File: config.mk
export PLATFORM = sky130hd
export DESIGN_NAME = fifo_wr_ptr
export DESIGN_NICKNAME = d
export VERILOG_FILES = /design/src/rtl/fifo_pkg.sv /design/src/rtl/gray_to_bin.sv /design/src/rtl/sync_ff.sv /design/src/rtl/fifo_wr_ptr.sv
export SDC_FILE = /design/constraint.sdc
export NUM_CORES = 1
export LEC_CHECK = 0
export CAP_MARGIN = 30
export CORE_MARGIN = 3
export CORE_UTILIZATION = 45
export CTS_CLUSTER_DIAMETER = 60
export DETAILED_ROUTE_END_ITERATION = 12
export GPL_TIMING_DRIVEN = 0
export PLACE_DENSITY = 0.73
export SYNTH_ARGS = -nofsm -noshare
export SYNTH_HDL_FRONTEND = slang
export SYNTH_SLANG_ARGS = --single-unit
export TNS_END_PERCENT = 5
File: constraint.sdc
create_clock -name clk -period 3.2 [get_ports clk]
set_input_delay 0.48 -clock clk [delete_from_list [all_inputs] [get_ports clk]]
set_output_delay 0.48 -clock clk [all_outputs]
set_load 0.02 [all_outputs]
File: src/rtl/fifo_pkg.sv
// Shared pointer definitions for the write- and read-side pointer blocks of the async FIFO.
package fifo_pkg;

  localparam int unsigned FIFO_ADDR_W = 4;
  localparam int unsigned PTR_W       = FIFO_ADDR_W + 1;

  // Binary to reflected Gray code; callers cast to their pointer width.
  function automatic logic [31:0] bin_to_gray(input logic [31:0] b);
    return b ^ (b >> 1);
  endfunction

endpackage

File: src/rtl/gray_to_bin.sv
// Combinational Gray-to-binary decoder.
module gray_to_bin
  import fifo_pkg::*;
#(
  parameter int unsigned WIDTH = PTR_W
) (
  input  logic [WIDTH-1:0] gray,
  output logic [WIDTH-1:0] bin
);

  // Each binary bit is the XOR of its Gray bit and every Gray bit above it.
  always_comb begin
    bin = '0;
    for (int i = 0; i < WIDTH; i++) begin
      bin[i] = ^(gray >> i);
    end
  end

endmodule

File: src/rtl/sync_ff.sv
// Multi-stage flop synchroniser for a Gray-coded bus crossing into clk.
module sync_ff #(
  parameter int unsigned WIDTH  = 1,
  parameter int unsigned STAGES = 2
) (
  input  logic             clk,
  input  logic             rst_n,
  input  logic [WIDTH-1:0] d,
  output logic [WIDTH-1:0] q
);

  logic [WIDTH-1:0] chain [STAGES];

  always_ff @(posedge clk) begin
    if (!rst_n) begin
      for (int i = 0; i < STAGES; i++) begin
        chain[i] <= '0;
      end
    end else begin
      chain[0] <= d;
      for (int i = 1; i < STAGES; i++) begin
        chain[i] <= chain[i-1];
      end
    end
  end

  assign q = chain[STAGES-1];

endmodule

File: src/rtl/fifo_wr_ptr.sv
// Async FIFO write-side pointer: binary/Gray write pointer, read-pointer sync, full/level flags.
module fifo_wr_ptr
  import fifo_pkg::*;
#(
  parameter int unsigned ADDR_WIDTH  = FIFO_ADDR_W,
  parameter int unsigned SYNC_STAGES = 2,
  parameter int unsigned AF_THRESH   = 14
) (
  input  logic                  clk,
  input  logic                  rst_n,
  input  logic                  wr_en,
  input  logic [ADDR_WIDTH:0]   rd_gray_async,
  output logic                  wr_accept,
  output logic [ADDR_WIDTH-1:0] wr_addr,
  output logic [ADDR_WIDTH:0]   wr_gray,
  output logic                  full,
  output logic                  almost_full,
  output logic [ADDR_WIDTH:0]   wr_level,
  output logic                  overflow
);

  localparam int unsigned A  = ADDR_WIDTH;
  localparam int unsigned PW = ADDR_WIDTH + 1;

  logic [PW-1:0] wbin;
  logic [PW-1:0] wbin_next;
  logic [PW-1:0] gray_next;
  logic [PW-1:0] rsync_gray;
  logic [PW-1:0] rbin;
  logic [PW-1:0] full_cmp;
  logic [PW-1:0] level_next;

  sync_ff #(
    .WIDTH  (PW),
    .STAGES (SYNC_STAGES)
  ) u_rd_sync (
    .clk   (clk),
    .rst_n (rst_n),
    .d     (rd_gray_async),
    .q     (rsync_gray)
  );

  gray_to_bin #(
    .WIDTH (PW)
  ) u_rd_dec (
    .gray (rsync_gray),
    .bin  (rbin)
  );

  assign wr_accept  = wr_en & ~full;
  assign wbin_next  = wbin + PW'(wr_accept);
  assign gray_next  = PW'(bin_to_gray(32'(wbin_next)));
  assign level_next = wbin_next - rbin;
  assign wr_addr    = wbin[A-1:0];

  // Full when the write pointer is exactly one lap ahead of the synchronised read pointer.
  assign full_cmp = {~rsync_gray[A:A-1], rsync_gray[A-2:0]};

  // Flags are computed from wbin_next so an accepted write is reflected after the same edge.
  always_ff @(posedge clk) begin
    if (!rst_n) begin
      wbin        <= '0;
      wr_gray     <= '0;
      full        <= 1'b0;
      almost_full <= 1'b0;
      wr_level    <= '0;
      overflow    <= 1'b0;
    end else begin
      wbin        <= wbin_next;
      wr_gray     <= gray_next;
      full        <= (gray_next == full_cmp);
      almost_full <= (level_next >= PW'(AF_THRESH));
      wr_level    <= level_next;
      overflow    <= wr_en & full;
    end
  end

endmodule
After elaboration in Yosys (flattened, before gate mapping)
Memory sizes are Yosys's and may differ from the RTL's.
Index checks and enable logic that the tools add are counted.
{"block": "word_totals", "register_bits": 18, "latch_bits": 0, "mem_bits_rw": 10, "mem_bits_ro": 0, "input_bits": 8, "wordCells": 27, "memories": 1}
{"memory": "u_rd_sync.chain", "words": 2, "width": 5, "rd": 2, "rd_clocked_by_memory_dff": 0, "write_ports": 2, "line_no": "sync_ff.sv:12", "rtl": "logic [WIDTH-1:0] chain [STAGES];"}
{"block": "classes", "addsub": 2, "multipliers": 0, "div": 0, "magnitude_cmp": 1, "n_eq_ne": 1, "n_shift": 0, "muxes": 4, "bitwise": 7, "reduce_logical": 5}
{"cell": "$reduce_xor A5 Y1", "count": 5}
{"cell": "$mux W5", "count": 2}
{"cell": "$add A5 B1 Y5", "count": 1}
{"cell": "$eq A5 B5 Y1", "count": 1}
{"cell": "$ge A5 B4 Y1 const B", "count": 1}
{"cell": "$sub A5 B5 Y5", "count": 1}
{"cell": "$xor A5 B4 Y5", "count": 1}
{"cell": "$and A1 B1 Y1", "count": 2}
{"cell": "$mux W1", "count": 2}
{"cell": "$not A2 Y2", "count": 1}
{"cell": "$or A1 B1 Y1", "count": 2}
{"cell": "$not A1 Y1", "count": 1}

Longest topological paths before layout
Gate-level depths: netlist of the first run.
{"block": "depth", "depth_word": 5, "ltp_mapped": 11, "mapped_depth_nobuf": 11}

Modules after synthesis
A second synthesis of the first run with hierarchy kept.
{"block": "unflattened", "hier_cells": 105, "area_unflattened_um2": 1197.4}
{"module": "fifo_wr_ptr", "n_inst": 1, "cells_per_inst": 75, "area_per_inst_um2": 823.3}
{"module": "sync_ff", "n_inst": 1, "cells_per_inst": 25, "area_per_inst_um2": 300.3}
{"module": "gray_to_bin", "n_inst": 1, "cells_per_inst": 5, "area_per_inst_um2": 73.8}

Worst setup path after synthesis of the first run
OpenSTA, ideal clock, no wires.
{"block": "synth_timing", "path_type": "in2reg", "from": "input wr_en", "to": "register wr_level[4]", "setup_time_ns": 0.123, "arrival_time_ns": 2.792, "required_time_ns": 3.077, "slack_ns": 0.285, "path_stages": 9, "path_cell_list": "nor2b_1 ha_1 ha_1 xor2_4 ha_1 nor2b_1 o311a_1 o21a_1 or2_2"}
{"block": "synth_via", "elab_chain_cells": 3}
{"item": "from (decl)", "line_no": "fifo_wr_ptr.sv:11", "rtl": "input logic wr_en,"}
{"item": "$and A1 B1 Y1", "line_no": "fifo_wr_ptr.sv:50", "rtl": "assign wr_accept = wr_en & ~full;"}
{"item": "$add A5 B1 Y5", "line_no": "fifo_wr_ptr.sv:51", "rtl": "assign wbin_next = wbin + PW'(wr_accept);"}
{"item": "via wbin_next[2]", "line_no": "fifo_wr_ptr.sv:26", "rtl": "logic [PW-1:0] wbin_next;"}
{"item": "$sub A5 B5 Y5", "line_no": "fifo_wr_ptr.sv:53", "rtl": "assign level_next = wbin_next - rbin;"}
{"item": "to (signal assigned)", "line_no": "fifo_wr_ptr.sv:73", "rtl": "wr_level <= level_next;"}
{"item": "to (decl)", "line_no": "fifo_wr_ptr.sv:18", "rtl": "output logic [ADDR_WIDTH:0] wr_level,"}
The timed path passes the listed nets, and every way through them passes these cells.
A chain may end at the register's enable or synchronous reset.

Final worst setup path of the first run
Ends and elaborated chain as after synthesis.

==> summary.md, run 1 <==
| Metric | Value |
|---|---|
| Fin nets | 151 |
| Worst setup path start | wr_en |
| Worst path bufs/invs | 2 |
| Crit path launch type | input port |
| Period minus WS final | 2.98 ns |
| # diodes | 0 |
| Drt pass-1 iters | 4 |
| Worst EP arrival | 3.20 ns |
| Core ar. | 2320 µm² |
| Total grt overflow | 0 |
| Yosys Warn Count | 0 |
| Skew final | 0.00442 ns |
| Worst setup EP type | register |
| Top FF cell, synth | dfxtp_1 |
| CTS H-tree lvls | 1 |
| Hold Crit Class | register to register |
| Clock edge transition at the registers on the reported setup and hold paths | 0.14 ns |
| Vias/cell | 4.92 |
| Total Routing Usage GR | 0.138 |
| Gpl congestion | 0.751 |
| Later-pin clock latency in the skew report | 0.32 ns |
| Clk sinks | 27 |
| Synth area leaders | dfxtp_1 (47%), and2_1 (11%), xnor2_1 (6.1%) |
| Reg2reg start | u_rd_sync.chain[0][9] |
| RSZ-0062 raised after global routing | no |
| Area leader, netlist | dfxtp_1 |
| Largest net degree at the start of global routing | 16 |
| Synth unique cells | 27 |
| Final non-filler cell area | 1470 µm² |
| Initial antenna violation count | 0 |
| Slew Limit Fails | 0 |
| Register area share after synthesis | 0.469 |
| CTS Buf Count | 3 |
| Tcrit/Tclk final | 0.930 |
| # Post-CTS Setup Buffers | 0 |
| Syn Area/Cell | 10.8 µm² |
| Vias | 807 |
| Area share of the largest cell type after synthesis | 0.469 |
| Reg2reg end | wr_level[4] |
| DRC | 0 |
| Die area | 3210 µm² |
| Max VDD drop | 0.391 mV |
| Slew headroom | 0.728 |
| Final setup viols | 0 |
| Req. time, crit path | 3.43 ns |
| Vias in the first global route | 797 |
| FF-to-FF path depth | 11 |
| Syn_nets | 121 |
| FF-to-FF setup slack | 0.28 ns |
| Cell Rows | 17 |
| CP Depth | 11 |
| Clk buf depth | 2 |
| Worst slack at placement | -0.117 ns |
| Slowest stage delay, CP | 0.48 ns |
| Post-Route WL | 1.98 mm |
| CTS tree | done |
| Hold Startpoint | u_rd_sync.chain[0][3] |
| Max Cap Viol | 0 |
| Synthesized instance count | 107 |
| Worst-path maximum fanout | 6 |
| Post-DP Area | 1440 µm² |
| Setup ws final | 0.225 ns |
| Leakage | 0.627 nW |
| Mapped Area | 1150 µm² |
| Die Ht | 56.6 µm |
| Die Width | 56.6 µm |
| Yosys reg bits | 27 |
| CP endpoint | wr_level[4] |
| Final Hold Vio Count | 0 |
| Share of cells above drive strength 1 | 0.0735 |
| Worst-path cell chain | clkdlybuf4s50_1 > nor2b_1 > ha_1 > ha_1 > inv_1 > fa_1 > nor2b_1 > o21ai_0 > o311a_1 > o21a_1 > or2_2 |
| Worst path top cell family by delay | adder cells |
| Setup CP Type | input port to register |
| Wire per inst | 12.1 µm |
| Area grow syn2layout | 27.8% |
| Ports | 26 |
| CTS root buffer | clkbuf_4 |
| Pwr Density | 491 nW/µm² |
| Number of routed nets with antenna violations | 0 |
| Max Clk Rate | 336 MHz |
| Status | completed |
| PortBufs | 25 |
| CP max-delay cell | fa_1 |
| Asr flop ratio synth | 0 |
| Worst Tran Pin Value | 0.407 ns |
| Initial core utilization | 0.498 |
| EDFF count, synth | 0 |
| DP HPWL | 1.59 mm |
| First-pass GRT wire length | 3.43 mm |
| Iter 0 DRT Violations | 11 |
[layout by cell type, fill, tap and decap left out]
master,count
o211ai_1,1
xnor3_1,1
xor2_4,1
o311a_1,2
and2_1,20
clkbuf_4,3
xor2_2,2
and3_1,2
clkbuf_1,2
o21ai_0,3
clkdlybuf4s50_1,25
a211o_1,2
dfxtp_1,27
and2_2,1
nand2_1,1
clkinv_2,1
a21o_1,1
xor2_1,5
o21a_1,1
nor3_1,3
inv_1,5
or2_2,1
ha_1,5
fa_1,1
and3_2,1
a21oi_1,2
or3_1,1
xnor2_1,8
nand3_1,3
nor2b_1,5
[how the worst min path moves through the flow]
stage               slack (ns)               endpoint  cells after the start
floorplan                 0.41  u_rd_sync.chain[0][5]                      1
global placement          0.41  u_rd_sync.chain[0][9]                      1
detailed placement        0.42  u_rd_sync.chain[0][6]                      1
CTS                       0.45  u_rd_sync.chain[0][8]                      1
global route              0.47  u_rd_sync.chain[0][8]                      1
finish                    0.45  u_rd_sync.chain[0][8]                      1
[metal layers]
metal / wire, µm / vias up / track usage
li1: - / 408 / -
met1: 797 / 374 / 0.148
met2: 1040 / 23 / 0.254
met3: 127 / 2 / 0.0506
met4: 16 / 0 / 0.0305
met5: 0 / - / 0
[what timing repair did]
action,CTS,global route
hold buffers,0,0
setup endpoints to repair,0,2
resized for setup,0,1
[report_power, final]
part / total (W) / switching [W] / internal (W)
Clock: 0.000142 / 0.0000954 / 0.0000469
Sequential: 0.000376 / 0.0000104 / 0.000366
Combinational: 0.000205 / 0.0000996 / 0.000106
Total: 0.000724 / 0.000205 / 0.000519
[state kept, by name, summed over array words and instances, names as in the netlist]
signal           count
wr_level             5
almost_full          1
wbin                 4
u_rd_sync.chain     10
overflow             1
wr_gray              5
full                 1
[layout make-up]
class,instances,area [µm²]
timing repair buffer,25,250
multi-input combinational,73,594
buffer,2,7.51
clock buffer,3,22.5
sequential,27,541
fill,209,845
clock inverter,1,5.00
inverter,5,18.8
tap,28,35.0
[Yosys cell counts, drive strengths merged (2+ instances only)]
library cell	count
and3	3
and2	21
nand3	3
xnor2	8
a21oi	2
dfxtp	27
nor2b	5
a211o	2
xor2	8
o21ai	3
o311a	2
clkbuf	2
inv	5
nor3	3
ha	5
[metrics by stage]
step | TNS [ns] | power (W) | hold WS (ns) | cells | util
global route | 0 | 0.000767 | 0.475 | 164 | 0.636
global placement | -0.0896 | 0.000584 | 0.414 | 160 | 0.621
finish | 0 | 0.000724 | 0.448 | 164 | 0.636
CTS | 0 | 0.000734 | 0.454 | 164 | 0.632
detailed placement | -0.223 | 0.000591 | 0.419 | 160 | 0.621
floorplan | 0 | 0.000511 | 0.412 | 107 | -
[cells by family after synthesis]
logic type	share of synthesized area
and+or+nand+nor	0.200
adders and majority gates	0.0716
AOI/OAI and AO/OA	0.0738
xor gates and xnor gates	0.164
DFF	0.469
buffers and inverters	0.0228
(Power assumes the default switching activity.)
==> run 2, diff against run 1 <==
--- a/config.mk
+++ b/config.mk
@@ -10,7 +10,6 @@
 export CORE_UTILIZATION = 45
 export CTS_CLUSTER_DIAMETER = 60
 export DETAILED_ROUTE_END_ITERATION = 12
-export GPL_TIMING_DRIVEN = 0
 export PLACE_DENSITY = 0.73
 export SYNTH_ARGS = -nofsm -noshare
 export SYNTH_HDL_FRONTEND = slang
==> run 2 against run 1 <==
Net effect:
- flip-flop and latch count stayed put
- final cell count is 1.8% higher
- power is 0.39% higher
- sequential power hardly changed
- sequential share of layout area is 0.55 points lower
- clock skew is 0.0019 ns higher
- critical path depth stayed put
- worst hold slack better by 0.00089 ns
- fmax is 0.58% higher
- die area stayed put
- count of clock-buffer cells in the layout stayed put
- critical endpoint unchanged
==> summary.md, run 2 (synthesis gave the netlist of run 1 again) <==
| Metric | Value |
|---|---|
| Number of routed nets with antenna violations | 0 |
| Status | completed |
| DRC | 0 |
| Drt pass-1 iters | 4 |
| GR Util met1 | 0.136 |
| Later-pin clock latency in the skew report | 0.32 ns |
| Pwr Density | 486 nW/µm² |
| Clk buf depth | 2 |
| Post-route setup TNS | 0 ns |
| Req. time, crit path | 3.42 ns |
| Max reg flops | 10 |
| Die Ht | 56.6 µm |
| Max Clk Rate | 338 MHz |
| Max VDD drop | 0.406 mV |
| Most frequent cells in the layout | dfxtp_1 (27), clkdlybuf4s50_1 (25), and2_1 (20), xnor2_1 (8), xor2_1 (6) |
| Fin nets | 154 |
| Worst EP arrival | 3.18 ns |
| Worst-path maximum fanout | 5 |
| Number of fill cells | 205 |
| Die Width | 56.6 µm |
| Final setup viols | 0 |
| Met3 usage | 0.0483 |
| Tcrit/Tclk final | 0.924 |
| Final Hold Vio Count | 0 |
| CTS H-tree lvls | 1 |
| Vias/cell | 4.92 |
| Post-Route WL | 1.88 mm |
| Slew headroom | 0.762 |
| Vias in the first global route | 807 |
| Worst Tran Pin Value | 0.357 ns |
| Total grt overflow | 0 |
| Area grow syn2layout | 29.7% |
| # diodes | 0 |
| DP HPWL | 1.46 mm |
| FF-to-FF setup slack | 0.24 ns |
| Max Cap Viol | 0 |
| Die area | 3210 µm² |
| Initial core utilization | 0.498 |
| PortBufs | 25 |
| Clock edge transition at the registers on the reported setup and hold paths | 0.14 ns |
| Cell Rows | 17 |
| Hold Crit Class | register to register |
| Iter 0 DRT Violations | 12 |
| Core ar. | 2320 µm² |
| Register Area | 541 µm² |
| Largest net degree at the start of global routing | 27 |
| Period minus WS final | 2.96 ns |
| Ports | 26 |
| Post-CTS Resized | 0 |
| Share of cells above drive strength 1 | 0.101 |
| Min Hold Slack | 0.449 ns |
| CTS Buf Count | 3 |
| First-pass GRT wire length | 3.29 mm |
| Commonest non-fill, non-tap cell in the layout | dfxtp_1 |
| GR peak layer | met2 |
| Wire per inst | 11.2 µm |
| Met2 usage | 0.244 |
| Vias | 821 |
| Clk sinks | 27 |
| Initial antenna violation count | 0 |
| Setup CP Type | register to register |
| Gpl congestion | 0.753 |
| CTS root buffer | clkbuf_4 |
| Leakage | 0.647 nW |
| Total Routing Usage GR | 0.132 |
| Cts hold-fix bufs | 0 |
| Reg with most FFs | u_rd_sync.chain |
| Skew final | 0.00632 ns |
| Top Registers | u_rd_sync.chain: 10 flops, wr_gray: 5 flops, wr_level: 5 flops |
| Crit path launch type | register |
| Slew Limit Fails | 0 |
| Worst setup EP type | register |
| CTS tree | done |
| Area occupied by multi-input gates | 587 µm² |
run 2: layout make-up:
| cell class | count | area share |
|---|---|---|
| sequential | 27 | 0.361 |
| clock inverter | 1 | 0.00334 |
| timing repair buffer | 30 | 0.192 |
| clock buffer | 3 | 0.0151 |
| inverter | 5 | 0.0125 |
| tap | 28 | 0.0234 |
| multi-input combinational | 73 | 0.392 |
run 2: timing repair:
item,4_1_cts,5_1_grt
hold endpoints to repair,0,0
buffers inserted,0,1
endpoints found under the setup margin,0,2
run 2: metrics by stage:
step	total power [W]	worst slack [ns]	cell area [µm²]	instances	util
2_1_floorplan	0.000511	0.285	1150	107	-
4_1_cts	0.000737	0.177	1490	166	0.642
6_report	0.000727	0.242	1500	167	0.645
5_1_grt	0.000769	-0.0197	1500	167	0.645
3_3_place_gp	0.000588	0.106	1460	162	0.630
3_5_place_dp	0.000591	0.0174	1460	162	0.630
run 2: critical path, cell delays in order, from the launching register on:
cell	delay (ns)
dfxtp_1	0.45
xor2_1	0.25
xnor2_1	0.20
xor2_1	0.25
xnor2_1	0.09
ha_1	0.22
fa_1	0.41
nor2b_1	0.25
o21ai_0	0.12
o311a_1	0.15
o21a_1	0.20
or2_2	0.26
run 2: per-layer routing:
| metal | up-vias | share of wire |
|---|---|---|
| met1 | 376 | 0.40 |
| li1 | 416 | - |
| met3 | 4 | 0.071 |
| met2 | 25 | 0.52 |
| met5 | - | 0 |
| met4 | 0 | 0.011 |
run 2: path summary, 6_finish.rpt:
kind | start | endpoint | depth (start not counted)
worst max register to register | u_rd_sync.chain[0][9] | wr_level[4] | 11
worst min-delay path | u_rd_sync.chain[0][4] | u_rd_sync.chain[0][9] | 1
worst min register to register | u_rd_sync.chain[0][4] | u_rd_sync.chain[0][9] | 1
worst max-delay path | u_rd_sync.chain[0][9] | wr_level[4] | 11
run 2: power by group:
part	switching [W]	total, W	internal [W]
clock network	0.0000959	0.000143	0.0000469
logic	0.0000990	0.000208	0.000109
registers	0.00000960	0.000376	0.000366
total	0.000205	0.000727	0.000522
